**src/rtl/icebuttons.sv**
```systemverilog
// icebuttons: memory-mapped input peripheral for board buttons and switches.
// This block is the read-side counterpart of the LED output port.
// Each pin is synchronised, then debounced on clk_enable ticks.
// Rising edges are latched into EDGE and counted in COUNT. MASK gates both.
//
// Register map (word offset from BASE_ADDR; unused upper bits read 0):
//   0 STATE  read-only debounced levels
//   1 EDGE   latched rising edges, write-1-to-clear
//   2 COUNT  16-bit saturating count of masked rising edges; any write clears
//   3 MASK   per-pin edge enable, resets to all-ones
//
// Ports:
//   clk, reset_n      system clock, asynchronous active-low reset
//   clk_enable        one-cycle tick; all architectural state advances only on it
//   read_address      CPU read word address
//   write_address     CPU write word address
//   write_data        CPU write data
//   write_enable      CPU write strobe, qualified by clk_enable
//   pin_in            raw asynchronous board inputs
//   output_data       registered read data, one tick of latency
//   hit               registered: read_address was in range on the last tick
//   irq_pending       OR of all EDGE bits
module icebuttons #(
  parameter int         NUM_INPUTS     = 5,
  parameter int         DEBOUNCE_TICKS = 16,
  parameter logic [7:0] BASE_ADDR      = 8'hF0
) (
  input  logic                  clk,
  input  logic                  reset_n,
  input  logic                  clk_enable,
  input  logic [7:0]            read_address,
  input  logic [7:0]            write_address,
  input  logic [31:0]           write_data,
  input  logic                  write_enable,
  input  logic [NUM_INPUTS-1:0] pin_in,
  output logic [31:0]           output_data,
  output logic                  hit,
  output logic                  irq_pending
);

  typedef enum logic [1:0] {
    REG_STATE = 2'd0,
    REG_EDGE  = 2'd1,
    REG_COUNT = 2'd2,
    REG_MASK  = 2'd3
  } reg_e;

  // The counter is compared against the last value before acceptance.
  // Reaching it while the level still differs is the DEBOUNCE_TICKS-th tick.
  localparam logic [7:0] CNT_LAST = 8'(DEBOUNCE_TICKS - 1);

  logic [NUM_INPUTS-1:0]        sync1_q, sync2_q;
  logic [NUM_INPUTS-1:0]        state_q, edge_q, mask_q;
  logic [NUM_INPUTS-1:0][7:0]   cnt_q;
  logic [15:0]                  count_q;

  logic [NUM_INPUTS-1:0]        state_d, edge_d, mask_d, rise, edge_clr;
  logic [NUM_INPUTS-1:0][7:0]   cnt_d;
  logic [15:0]                  count_d;
  logic [16:0]                  count_sum;
  logic [4:0]                   rise_cnt;
  logic                         wr_hit, rd_hit;
  reg_e                         wr_off, rd_off;
  logic [31:0]                  rd_data;
  logic                         unused_wdata;

  // BASE_ADDR is word-aligned to four registers.
  // A match on address bits [7:2] is therefore the exact range check, and it cannot wrap.
  assign wr_hit = write_enable && (write_address[7:2] == BASE_ADDR[7:2]);
  assign rd_hit = (read_address[7:2] == BASE_ADDR[7:2]);
  assign wr_off = reg_e'(write_address[1:0]);
  assign rd_off = reg_e'(read_address[1:0]);

  // Write data above the MASK/EDGE width has no destination.
  assign unused_wdata = ^write_data[31:NUM_INPUTS];

  // Debounce: a differing level must persist for DEBOUNCE_TICKS consecutive ticks.
  always_comb begin
    // NOTE: every combinational output gets a default first so no path can infer a latch.
    state_d = state_q;
    cnt_d   = cnt_q;
    for (int i = 0; i < NUM_INPUTS; i++) begin
      if (sync2_q[i] == state_q[i]) begin
        cnt_d[i] = '0;
      end else if (cnt_q[i] == CNT_LAST) begin
        state_d[i] = ~state_q[i];
        cnt_d[i]   = '0;
      end else begin
        cnt_d[i] = cnt_q[i] + 8'd1;
      end
    end
  end

  // The old MASK gates this tick's edges, even if MASK is being written on the same tick.
  assign rise = state_d & ~state_q & mask_q;

  always_comb begin
    // NOTE: blocking assignments in combinational logic let the loop accumulate in order.
    rise_cnt = '0;
    for (int i = 0; i < NUM_INPUTS; i++) begin
      rise_cnt = rise_cnt + 5'(rise[i]);
    end
  end

  always_comb begin
    edge_clr  = (wr_hit && wr_off == REG_EDGE) ? write_data[NUM_INPUTS-1:0] : '0;
    // A new edge on a bit wins over a write-1-to-clear of that bit.
    edge_d    = (edge_q & ~edge_clr) | rise;
    count_sum = {1'b0, count_q} + 17'(rise_cnt);
    if (wr_hit && wr_off == REG_COUNT) begin
      count_d = '0;
    end else if (count_sum[16]) begin
      count_d = 16'hFFFF;
    end else begin
      count_d = count_sum[15:0];
    end
    mask_d = (wr_hit && wr_off == REG_MASK) ? write_data[NUM_INPUTS-1:0] : mask_q;
  end

  // Read data is taken from the pre-update registers, so a read sees state before this tick.
  always_comb begin
    rd_data = '0;
    if (rd_hit) begin
      case (rd_off)
        REG_STATE: rd_data = 32'(state_q);
        REG_EDGE:  rd_data = 32'(edge_q);
        REG_COUNT: rd_data = 32'(count_q);
        REG_MASK:  rd_data = 32'(mask_q);
        default:   rd_data = '0;
      endcase
    end
  end

  always_ff @(posedge clk or negedge reset_n) begin
    if (!reset_n) begin
      sync1_q     <= '0;
      sync2_q     <= '0;
      state_q     <= '0;
      edge_q      <= '0;
      mask_q      <= '1;
      // NOTE: the debounce counters are ordinary flops, not RAM, so they take the reset too.
      cnt_q       <= '0;
      count_q     <= '0;
      output_data <= '0;
      hit         <= 1'b0;
    end else begin
      // NOTE: non-blocking assignments model every flop updating together at the edge.
      // The synchroniser runs every clock so that it has settled before the next tick.
      sync1_q <= pin_in;
      sync2_q <= sync1_q;
      if (clk_enable) begin
        state_q     <= state_d;
        cnt_q       <= cnt_d;
        edge_q      <= edge_d;
        count_q     <= count_d;
        mask_q      <= mask_d;
        output_data <= rd_data;
        hit         <= rd_hit;
      end
    end
  end

  assign irq_pending = |edge_q;

endmodule

```
**config.mk**
```make
export PLATFORM = sky130hd
export DESIGN_NAME = icebuttons
export DESIGN_NICKNAME = d
export VERILOG_FILES = /design/src/rtl/icebuttons.sv
export SDC_FILE = /design/constraint.sdc
export NUM_CORES = 1
export LEC_CHECK = 0
export CAP_MARGIN = 25
export CORE_MARGIN = 8
export CORE_UTILIZATION = 50
export CTS_BUF_LIST = sky130_fd_sc_hd__clkbuf_8
export DETAILED_ROUTE_END_ITERATION = 12
export GPL_TIMING_DRIVEN = 0
export HOLD_SLACK_MARGIN = 0.12
export PLACE_DENSITY = 0.8
export SETUP_SLACK_MARGIN = 0.4
export SYNTH_ARGS = -nofsm -noshare
export SYNTH_HDL_FRONTEND = slang
export SYNTH_SLANG_ARGS = --single-unit
```
**constraint.sdc**
```tcl
create_clock -name clk -period 6.45 [get_ports clk]
set_clock_uncertainty 0.15 [all_clocks]
set_input_delay 0.9675 -clock clk [delete_from_list [all_inputs] [get_ports clk]]
set_output_delay 0.9675 -clock clk [all_outputs]
set_load 0.05 [all_outputs]
```
# ---- After elaboration in Yosys (flattened, before gate mapping)
# Index checks and enable logic that the tools add are counted.
dict set report totals {
  out_inout_bits 34
  inputBits 57
  elab_cells 84
  ff_bits 114
}
dict set report op_classes {
  n_addsub 10
  bitwise_logic 11
  n_reduce_logical 7
  n_mux 25
  eq_ne 18
}
# cell count
set ops {}
lappend ops {{$pmux W32 S4} 1}
lappend ops {{$mux W8} 10}
lappend ops {{$add A8 B1 Y8 const B} 5}
lappend ops {{$eq A8 B4 Y1 const B} 5}
lappend ops {{$mux W16} 2}
lappend ops {{$mux W32} 1}
lappend ops {{$add A16 B5 Y17} 1}
lappend ops {{$and A5 B5 Y5} 3}
lappend ops {{$eq A6 B6 Y1 const B} 2}
lappend ops {{$mux W1} 10}
lappend ops {{$not A5 Y5} 2}
lappend ops {{$eq A2 B2 Y1 const B} 4}
lappend ops {{$add A4 B1 Y5} 1}
lappend ops {{$eq A1 B1 Y1} 5}
lappend ops {{$mux W5} 1}
lappend ops {{$not A1 Y1} 5}
lappend ops {{$or A5 B5 Y5} 1}
lappend ops {{$reduce_or A5 Y1} 1}
lappend ops {{$add A3 B1 Y4} 1}
lappend ops {{$eq A2 B1 Y1 const B} 2}
lappend ops {{$logic_and A1 B1 Y1} 4}
lappend ops {{$add A2 B1 Y3} 1}
lappend ops {{$add A1 B1 Y2} 1}
lappend ops {{$logic_not A2 Y1} 1}
lappend ops {{$reduce_and A2 Y1} 1}

# ---- Logic depth before layout (Yosys ltp)
dict set report depth {
  ltp_word 12
  depth_mapped 12
  depth_no_buf 12
}

# ---- Least setup slack after synthesis
# OpenSTA, ideal clock, no wires.
dict set report synth_timing {
  path_kind {register -> register}
  start {register cnt_q[0] in the netlist's numbering}
  end {register count_q[12]}
  n_path_buf 0
  period_less_slack_ps 3805
  path_stages_with_launch 13
  setup_slack_ps 2645
  setup_time_ps 136
  t_arrival_ps 3519
  required_time_ps 6164
  path_cell_list {dfrtp_1 ha_1 and3_1 nand2_1 nor3_1 fa_1 fa_1 ha_1 fa_1 a21oi_1 nor4_1 and4_1 nor3_1}
}
dict set report synth_via {
  elab_chain_len 12
}
# element line_no
set synth_lines {}
lappend synth_lines {{start: declaration} 54} ;# logic [NUM_INPUTS-1:0][7:0] cnt_q;
lappend synth_lines {{start signal: assignment} 153} ;# cnt_q <= cnt_d;
lappend synth_lines {{$eq A8 B4 Y1} 85} ;# end else if (cnt_q[i] == CNT_LAST) begin
lappend synth_lines {{$mux W1} 85}
lappend synth_lines {{$mux W1} 83} ;# if (sync2_q[i] == state_q[i]) begin
lappend synth_lines {{$and A5 B5 Y5 (2 in a row)} 95} ;# assign rise = state_d & ~state_q & mask_q;
lappend synth_lines {{$add A1 B1 Y2} 101} ;# rise_cnt = rise_cnt + 5'(rise[i]);
lappend synth_lines {{$add A2 B1 Y3} 101}
lappend synth_lines {{$add A3 B1 Y4} 101}
lappend synth_lines {{$add A4 B1 Y5} 101}
lappend synth_lines {{$add A16 B5 Y17} 109} ;# count_sum = {1'b0, count_q} + 17'(rise_cnt);
lappend synth_lines {{$mux W16} 112} ;# end else if (count_sum[16]) begin
lappend synth_lines {{$mux W16} 110} ;# if (wr_hit && wr_off == REG_COUNT) begin
lappend synth_lines {{end signal: assignment} 155} ;# count_q <= count_d;
lappend synth_lines {{end: declaration} 55} ;# logic [15:0] count_q;
# Every way passes these cells.
# A chain may end at the register's enable or synchronous reset.

# ---- Worst setup path after layout
dict set report layout_timing {
  start {register cnt_q[20] in the netlist's numbering}
  end {register count_q[7]}
}
dict set report layout_via {
  elab_chain_len 11
}
# element line_no
set layout_lines {}
lappend layout_lines {{$eq A8 B4 Y1} 85}
lappend layout_lines {{$mux W1} 85}
lappend layout_lines {{$mux W1} 83}
lappend layout_lines {{$and A5 B5 Y5 (2 in a row)} 95}
lappend layout_lines {{$add A2 B1 Y3} 101}
lappend layout_lines {{$add A3 B1 Y4} 101}
lappend layout_lines {{$add A4 B1 Y5} 101}
lappend layout_lines {{$add A16 B5 Y17} 109}
lappend layout_lines {{$mux W16} 112}
lappend layout_lines {{$mux W16} 110}
# Every way passes these cells.

==> flow_summary_export.csv <==
group,metric,value,unit
status,status,"finished clean",
hold_path,holdPathEnd,"sync2_q[2]",
detailed_routing,met2WireLength,5.48,mm
sta,worst_pin_slew,595,ps
floorplan,boundaryPins,91,
worst_setup_path,r2r-end,"count_q[7]",
detailed_routing,first_pass_iters,4,
worst_setup_path,reg2reg_depth,11,
sta,rsz0062_at_grt,"no",
clock_tree,tritoncts,"done",
worst_setup_path,start_kind,"register",
layout,area_growth,18.9,%
power_and_ir_drop,pwr-share-comb,11.1,%
detailed_routing,drc,0,
worst_setup_path,critPathKind,"register to register",
place,hpwlAfterDp,8.05,mm
detailed_routing,ant_nets,0,
place,numPortBuffers,45,
flow_run,drv_cap,0,
layout,most-common-layout-cells,"93 x dfrtp_1, 50 x nor2_1, 44 x clkdlybuf4s50_1",
clock_tree,htree_levels,3,
global_routing,antenna_found_initial,0,
power_and_ir_drop,power_frac_clock,34.6,%
hold_path,min_path_cells,0,
detailed_routing,top_layer,"met4",
clock_tree,clock_path_buffers,2,
sta,hold_violations,0,
worst_setup_path,setup.worst_path.end_class,"register",
detailed_routing,drt_iter0_markers,249,
logic_synthesis,synthCells,448,
worst_setup_path,worstReg2RegStart,"cnt_q[20]",
floorplan,die_w,114,um
worst_setup_path,critPathMaxFanout,10,
detailed_routing,avgViaCountPerCell,5.59,
power_and_ir_drop,power,0.00123,W
detailed_routing,wl_met3,779,um
layout,nets,590,
sta,fmax,236,MHz
worst_setup_path,required,6530,ps
place,dpl_worst_slack,1950,ps
floorplan,die_area,13000,um2
logic_synthesis,synthTopCellsByArea,"dfrtp_1 48%, nor2_1 3.9%, a22o_1 3.1%",
power_and_ir_drop,seq_power_share,54.3,%
clock_tree,cts_made_buffers,9,
power_and_ir_drop,switchingPower,0.000342,W
sta,fin_crit_sh,65.8,%
power_and_ir_drop,ir_drop,0.133,mV
global_routing,grt_pass1_wl,18.7,mm
layout,fillCellCount,779,
logic_synthesis,synth_area_per_cell,10.8,um2
floorplan,core,9550,um2
logic_synthesis,ys_seq_area_share,51.0,%
floorplan,rows,36,
global_routing,grtUsageTotal,18.2,%
global_routing,grt_max_degree,60,
logic_synthesis,yosysWarnings,0,
clock_tree,clock-root-buffer,"clkbuf_8",
hold_path,hold_class,"register to register",
detailed_routing,drt-wirelength-per-cell,17.0,um
logic_synthesis,yosysTopAreaCellShare,48.3,%
sta,setup_violations,0,
sta,fin_ws,2210,ps
clock_tree,post_cts_resized,0,
sta,maxSlewViolCount,0,
clock_tree,clock_sinks,98,
clock_tree,clk_pin_slew,100,ps
layout,diodes,0,
floorplan,start_util,50.5,%
layout,layout-drive-gt1-share,12.0,%
clock_tree,postCtsSetupRepairBufs,0,
sta,post-route-min-period,4240,ps
floorplan,die_h,114,um
worst_setup_path,cp.arrival,4320,ps
logic_synthesis,ys_ff_latch,98,
logic_synthesis,yosysTopAreaCell,"dfrtp_1",
sta,slew_headroom,60.4,%
power_and_ir_drop,leakagePower,2.50,nW
global_routing,grt_pass1_vias,3753,
hold_path,hp-start,"sync1_q[2]",
place,place_congestion,0.832,
logic_synthesis,synth.cell_area,4820,um2
sta,timing.setup.tns,0,ps
detailed_routing,vias,3681,
power_and_ir_drop,intPower,0.000884,W
detailed_routing,wl_met1,4.81,mm
clock_tree,insertion_delay,380,ps
logic_synthesis,yosys.cell_types.count,46,
layout,final_common_cell,"dfrtp_1",
global_routing,gr-total-overflow,0,
power_and_ir_drop,switching_share,27.9,%
clock_tree,cts_hold_buf,0,
detailed_routing,routed_wl,11.2,mm
sta,fin_hold_ws,204,ps
worst_setup_path,r2r_setup_slack,2210,ps
power_and_ir_drop,power.density,214,nW/um2
-- layer usage --
| metal | global-route usage (%) | up-vias |
|---|---|---|
| li1 | - | 1718 |
| met1 | 22.8 | 1814 |
| met2 | 29.9 | 134 |
| met3 | 4.91 | 15 |
| met4 | 5.94 | 0 |
| met5 | 0 | - |
-- per-stage QoR --
stage	utilization, %	instances	cell area [um2]
floorplan	-	463	4880
detailed placement	57.8	642	5520
global route	60.0	659	5730
finish	60.0	659	5730
global placement	57.5	641	5490
CTS	60.0	658	5730
-- critical path, cell delays in order, from the launching register on --
cell and delay (ps):
dfrtp_1 440, nor4_1 340, and4_1 310, and4b_1 280
fa_1 480, fa_1 490, ha_1 250, fa_1 420
a21o_1 220, nand4_1 120, clkbuf_1 420, a211oi_1 170
-- logic make-up (layout without fill, tap and decap cells) --
group / Yosys count / after routing / share of synthesized area (%)
muxes: 17 / 17 / 5.11
buffers and inverters: 47 / 110 / 5.22
xor gates and xnor gates: 34 / 34 / 6.18
AOI/OAI and AO/OA: 74 / 74 / 11.2
other: 1 / 16 / 0.0778
DFF: 98 / 98 / 51.0
adders and majority gates: 12 / 12 / 3.58
and+or+nand+nor: 165 / 165 / 17.6
-- cell usage after synthesis (all sizes together) --
master and instances:
a211oi 11, a21o 1, a21oi 5, a22o 17, a311oi 4, a31oi 7, a41oi 1, and2 10
and3 7, and3b 1, and4 6, and4b 1, and4bb 1, buf 20, clkbuf 15, conb 1
dfrtp 93, dfstp 5, fa 3, ha 9, inv 12, mux2 11, mux2i 1, mux4 5
nand2 38, nand2b 2, nand3 9, nand4 16, nor2 50, nor2b 1, nor3 8, nor3b 1
nor4 6, nor4bb 2, o21a 2, o21ai 14, o21bai 1, o2bb2ai 10, o31ai 1, or4 4
or4b 2, xnor2 17, xor2 17
-- state kept, by name (all words and copies together) (netlist names) --
register / cells
edge_q: 5
count_q: 16
hit: 1
cnt_q: 40
sync1_q: 5
sync2_q: 5
mask_q: 5
state_q: 5
output_data: 16
-- power by group through the flow --
stage          Combinational (W)  Clock (W)  Sequential, W
2_1_floorplan          0.0000881          0       0.000670
3_3_place_gp            0.000129          0       0.000675
3_5_place_dp            0.000137          0       0.000676
4_1_cts                 0.000137   0.000426       0.000665
5_1_grt                 0.000152   0.000453       0.000670
6_report                0.000137   0.000424       0.000666
-- cell type report --
class                           instances  area [um2]  area share, %
Timing Repair Buffer                   47         480           8.38
Sequential cell                        98        2460           42.9
Buffer                                 35         206           3.60
Tap cell                              133         166           2.90
Clock inverter                          7        83.8           1.46
Multi-Input combinational cell        318        2170           37.8
Inverter                               12        45.0          0.786
Clock buffer                            9         124           2.16
-- how the worst max path moves through the flow --
stage                    from          end  cells past startpoint
floorplan            cnt_q[0]  count_q[12]                     12
finish              cnt_q[20]   count_q[7]                     11
global placement      reset_n    cnt_q[12]                      1
detailed placement   cnt_q[0]  count_q[10]                     12
CTS                 cnt_q[20]  count_q[10]                     11
global route         cnt_q[1]  count_q[14]                     13
Power figures use the tool's default switching activity.
